`config.mk`:
```
export PLATFORM = sky130hd
export DESIGN_NAME = data_store_buffer
export DESIGN_NICKNAME = d
export VERILOG_FILES = /design/src/rtl/data_sb_pkg.sv /design/src/rtl/data_store_buffer_sb_match.sv /design/src/rtl/data_store_buffer.sv
export SDC_FILE = /design/constraint.sdc
export NUM_CORES = 1
export LEC_CHECK = 0
export ABC_AREA = 1
export BUFFER_PORTS_ARGS = -buffer_cell sky130_fd_sc_hd__buf_2
export CORE_MARGIN = 5
export CORE_UTILIZATION = 45
export CTS_CLUSTER_SIZE = 10
export DETAILED_ROUTE_END_ITERATION = 16
export PLACE_DENSITY = 0.67
export SETUP_SLACK_MARGIN = 0.1
export SYNTH_ARGS = -nofsm -noshare
export SYNTH_HDL_FRONTEND = slang
export SYNTH_SLANG_ARGS = --single-unit
```
`constraint.sdc`:
```
create_clock -name clk -period 7.7 [get_ports clk]
set_input_delay 1.925 -clock clk [delete_from_list [all_inputs] [get_ports clk]]
set_output_delay 1.925 -clock clk [all_outputs]
set_load 0.01 [all_outputs]
```
`src/rtl/data_sb_pkg.sv`:
```
// Shared definitions for the data-side store buffer: default geometry and
// the buffered store entry type used by the top and the forwarding matcher.
// The entry type fixes address/data widths at the package defaults.
package data_sb_pkg;

  localparam int SB_DEPTH  = 4;
  localparam int SB_ADDR_W = 16;
  localparam int SB_DATA_W = 16;

  typedef struct packed {
    logic                 valid;
    logic [SB_ADDR_W-1:0] addr;
    logic [SB_DATA_W-1:0] data;
  } sb_entry_t;

endpackage

```
`src/rtl/data_store_buffer_sb_match.sv`:
```
// sb_match: combinational youngest-first address matcher over the store
// buffer. Entries are visited oldest to youngest starting at the head, so the
// last matching entry seen (the one closest to the tail) supplies the data.
module sb_match
  import data_sb_pkg::*;
#(
  parameter int DEPTH = SB_DEPTH,
  parameter int IDX_W = $clog2(DEPTH)
) (
  input  sb_entry_t              entries [DEPTH],
  input  logic [IDX_W-1:0]       head,
  input  logic [IDX_W:0]         count,
  input  logic [SB_ADDR_W-1:0]   addr,
  output logic                   hit,
  output logic [SB_DATA_W-1:0]   data
);

  logic [IDX_W-1:0] idx;

  // Priority scan in age order; a later (younger) match overrides an older one
  always_comb begin
    hit  = 1'b0;
    data = '0;
    idx  = '0;
    for (int k = 0; k < DEPTH; k++) begin
      idx = head + k[IDX_W-1:0];
      if (({1'b0, k[IDX_W-1:0]} < count) && entries[idx].valid &&
          (entries[idx].addr == addr)) begin
        hit  = 1'b1;
        data = entries[idx].data;
      end
    end
  end

endmodule

```
`src/rtl/data_store_buffer.sv`:
```
// data_store_buffer: in-order store buffer between execute and data memory.
// Stores are queued and drained over a valid/ready write port; loads resolve
// in the same cycle. Optional macro STORE_FWD_EN enables youngest-match
// forwarding; without it, a load that hits a buffered store stalls until all
// matching entries have drained and then reads memory.
module data_store_buffer
  import data_sb_pkg::*;
#(
  parameter int DEPTH  = SB_DEPTH,
  parameter int ADDR_W = SB_ADDR_W,
  parameter int DATA_W = SB_DATA_W
) (
  input  logic              clk,
  input  logic              reset,
  input  logic [ADDR_W-1:0] aluOutput,
  input  logic              MemWriteE,
  input  logic              MemReadE,
  input  logic [DATA_W-1:0] ReadData2E,
  output logic [DATA_W-1:0] dataOut,
  output logic              stallMem,
  output logic [ADDR_W-1:0] mem_waddr,
  output logic [DATA_W-1:0] mem_wdata,
  output logic              mem_wvalid,
  input  logic              mem_wready,
  output logic [ADDR_W-1:0] mem_raddr,
  input  logic [DATA_W-1:0] mem_rdata
);

  localparam int IDX_W = $clog2(DEPTH);
  localparam logic [IDX_W-1:0] PTR_ONE  = IDX_W'(1);
  localparam logic [IDX_W:0]   CNT_ONE  = (IDX_W+1)'(1);
  localparam logic [IDX_W:0]   CNT_FULL = (IDX_W+1)'(DEPTH);

  sb_entry_t        entries [DEPTH];
  logic [IDX_W-1:0] headPtr;
  logic [IDX_W-1:0] tailPtr;
  logic [IDX_W:0]   count;
  logic             full;
  logic             hit;
  logic [DATA_W-1:0] fwdData;
  logic             enq;
  logic             deq;

  sb_match #(.DEPTH(DEPTH), .IDX_W(IDX_W)) uMatch (
    .entries (entries),
    .head    (headPtr),
    .count   (count),
    .addr    (aluOutput),
    .hit     (hit),
    .data    (fwdData)
  );

  assign full       = (count == CNT_FULL);
  assign mem_wvalid = (count != '0);
  assign mem_waddr  = entries[headPtr].addr;
  assign mem_wdata  = entries[headPtr].data;
  assign mem_raddr  = aluOutput;
  assign enq        = MemWriteE & ~stallMem;
  assign deq        = mem_wvalid & mem_wready;

`ifdef STORE_FWD_EN
  // Loads forward from the youngest matching store, otherwise read memory
  always_comb begin
    stallMem = MemWriteE & full;
    dataOut  = hit ? fwdData : mem_rdata;
  end
`else
  // No forwarding path: a load that hits a buffered store waits for it to drain
  always_comb begin
    stallMem = (MemWriteE & full) | (MemReadE & hit);
    dataOut  = mem_rdata;
  end
`endif

  // FIFO state: enqueue at tail, dequeue at head; head and tail never collide
  // on the same edge because that needs both empty-and-draining or full-and-accepting
  always_ff @(posedge clk or posedge reset) begin
    if (reset) begin
      for (int i = 0; i < DEPTH; i++) entries[i] <= '0;
      headPtr <= '0;
      tailPtr <= '0;
      count   <= '0;
    end else begin
      if (deq) begin
        entries[headPtr].valid <= 1'b0;
        headPtr                <= headPtr + PTR_ONE;
      end
      if (enq) begin
        entries[tailPtr] <= '{valid: 1'b1, addr: aluOutput, data: ReadData2E};
        tailPtr          <= tailPtr + PTR_ONE;
      end
      if (enq && !deq)
        count <= count + CNT_ONE;
      else if (deq && !enq)
        count <= count - CNT_ONE;
    end
  end

endmodule
```
==> metrics.cfg <==
[timing]
finalSetupViolations=0
rsz0062_at_grt=no
hold_viol_final=0
worst_slack_ns=1.97
skew_ns=0.0108
fin_crit_ns=5.73
tightest_slew_ns=1.21
relSlewSlack_pct=19.2
slew_violations=0
final.period_utilization_pct=74.5
holdWs_ns=0.466
clock.fmax_mhz=174
tns_ns=0

[route]
post_drt_wl_per_cell_um=14.4
wirelength_mm=28.2
ant_nets=0
vias_per_cell=4.98
drtPass1Iterations=5
drt_first_iter_violations=657
vias=9750
drc=0

[synth]
yosys_warnings=0
syn_area_per_cell_um2=5.99
ys_ff_latch=139
yosysSeqAreaShare_pct=34.7
syn-cell-area_um2=10000
syn-num-nets=1740
yosysUniqueCellTypes=25
syn_inst=1674

[pwr]
p_seq_share_pct=25.9
swShare_pct=50.6
power_frac_comb_pct=56.5
internal_power_mw=2.59
leakage_nw=6.84
p_total_mw=5.23
pwr-share-clk_pct=17.5
peakVddDrop_mv=0.259
powerDensity_nw_per_um2=482
p_switching_mw=2.65

[finish]
instances_no_fill=1956
syn2layout_area_growth_pct=8.13
final_common_cell=nand2_1
final_cell_mix=nand2_1, nand3_1, inv_1
diodes=0
drive_above_1_share_pct=8.41
layout.nets=1729
final_util_pct=49.6
final_area_um2=10800

[clock_tree]
cts_made_buffers=17
hold_buffers=0
cts-resized-gates=0
clock_latency_ns=0.44
clock-sinks=139
clk_pin_slew_ns=0.07
cts-root-buf=clkbuf_16
cts_setup_buffers=0
cts_tree=yes
clk_path_buf_depth=2
htree_levels=4

[critical_path]
crit_path_end_kind=output pin
cp-start-kind=register
worstPathArrival_ns=3.81
criticalPathCategory=register to output pin
rr_worst_depth=18
crit_fanout=56
r2r_setup_slack_ns=2.78
reg2reg_to=entries[26]$_DFFE_PP0P_
reg2reg_from=headPtr[1]$_DFFE_PP0P_
crit_required_ns=5.78

[global_routing]
grt_max_degree=119
groute.usage.overall_pct=22.0
grt_pass1_vias=8917
overflow=0
grt_pass1_wl_mm=46.2
antenna_found_initial=0

[placement]
gp_congestion=0.875
dp_worst_setup_slack_ns=2.44
placement.io_buffers=86
placed_cell_area_um2=10200
dpl.cell_count=1924
dp_hpwl_mm=17.3

[floorplanning]
die_h_um=159
die_w_um=159
io_pins=119
initial_core_util_pct=45.8
floorplan.rows=54
coreArea_um2=21900
dieArea_um2=25400

[worst_hold_path]
min_path_cells=2
min_from=entries[74]$_DFFE_PP0P_
min_to=entries[74]$_DFFE_PP0P_
hold_class=register to register

[status]
outcome=complete, no violations

[flow_run]
maxCapViolCount=0

==> registers in the layout, summed over array words and instances, names as in the netlist <==
| signal | cells |
|---|---|
| tailPtr | 2 |
| count | 3 |
| entries | 132 |
| headPtr | 2 |
==> worst max path at each step <==
stage	endpoint	slack, ns	start
after floorplan	count[0]$_DFFE_PP0P_	2.05	reset
after global placement	stallMem	2.47	aluOutput[5]
after detailed placement	stallMem	2.44	headPtr[1]$_DFFE_PP0P_
after CTS	stallMem	1.95	headPtr[1]$_DFFE_PP0P_
after global routing	stallMem	1.60	headPtr[1]$_DFFE_PP0P_
final	stallMem	1.97	headPtr[1]$_DFFE_PP0P_
==> synthesized netlist by cell type <==
cell / number / area share [%]
nand3_2: 1 / 0.10
buf_4: 43 / 3.2
nand3b_1: 1 / 0.075
o21ai_1: 2 / 0.10
dfrtp_1: 139 / 35
o21ai_4: 1 / 0.16
ha_1: 13 / 1.6
inv_2: 4 / 0.15
buf_6: 5 / 0.56
nand4_1: 9 / 0.56
nand2_1: 868 / 32
nor2_1: 69 / 2.6
a21oi_1: 5 / 0.25
o211ai_1: 12 / 0.90
xor2_1: 5 / 0.44
o22ai_1: 16 / 1.0
xnor2_1: 1 / 0.087
and2_1: 1 / 0.062
inv_1: 178 / 6.7
buf_2: 26 / 1.3
o21a_1: 1 / 0.075
clkbuf_1: 52 / 1.9
buf_1: 4 / 0.15
nand3_1: 178 / 8.9
o21ai_0: 40 / 2.0
==> power groups by stage <==
| stage | registers, mW | logic (mW) | clock network [mW] |
|---|---|---|---|
| floorplan | 1.24 | 2.33 | 0 |
| global placement | 1.35 | 2.91 | 0 |
| detailed placement | 1.36 | 2.96 | 0 |
| CTS | 1.35 | 2.96 | 0.931 |
| global route | 1.40 | 3.40 | 0.964 |
| finish | 1.36 | 2.96 | 0.917 |
==> per-layer routing <==
metal / vias up / global-route usage (%) / routed length [um]
met1: 4398 / 29.9 / 12700
li1: 5042 / - / -
met4: 0 / 5.89 / 525
met5: - / 0 / 0
met2: 271 / 36.3 / 13200
met3: 39 / 4.25 / 1760
==> critical path, cell delays in order (launching register included) <==
cell and delay [ns]:
dfrtp_2 1.09, clkinv_1 0.24, ha_1 0.36, inv_2 0.47
nand3_1 0.20, nand2_1 0.10, nand2_1 0.05, o21ai_1 0.07
nor2_1 0.07, nand2_1 0.08, nor2_1 0.04, nand3_1 0.05
nand2_1 0.08, o21ai_4 0.23, nand2_1 0.08, buf_2 0.15
==> cell families (layout without fill, tap and decap cells) <==
| family | after synthesis | count (layout) | share of synthesized area [%] |
|---|---|---|---|
| AND/OR/NAND/NOR | 1127 | 1127 | 44.7 |
| buffers and inverters | 312 | 314 | 14.0 |
| flip-flops | 139 | 139 | 34.7 |
| AO/OA/AOI/OAI | 77 | 77 | 4.48 |
| adder cells (fa/ha/maj) | 13 | 13 | 1.62 |
| XOR/XNOR | 6 | 6 | 0.524 |
==> layout make-up <==
type | count | area (um2)
Fill cell | 2317 | 11000
Multi-Input combinational cell | 1223 | 5150
Sequential cell | 139 | 3480
Inverter | 182 | 689
Timing Repair Buffer | 100 | 536
Clock buffer | 17 | 425
Tap cell | 280 | 350
Clock inverter | 15 | 213
Power figures use the tool's default switching activity.
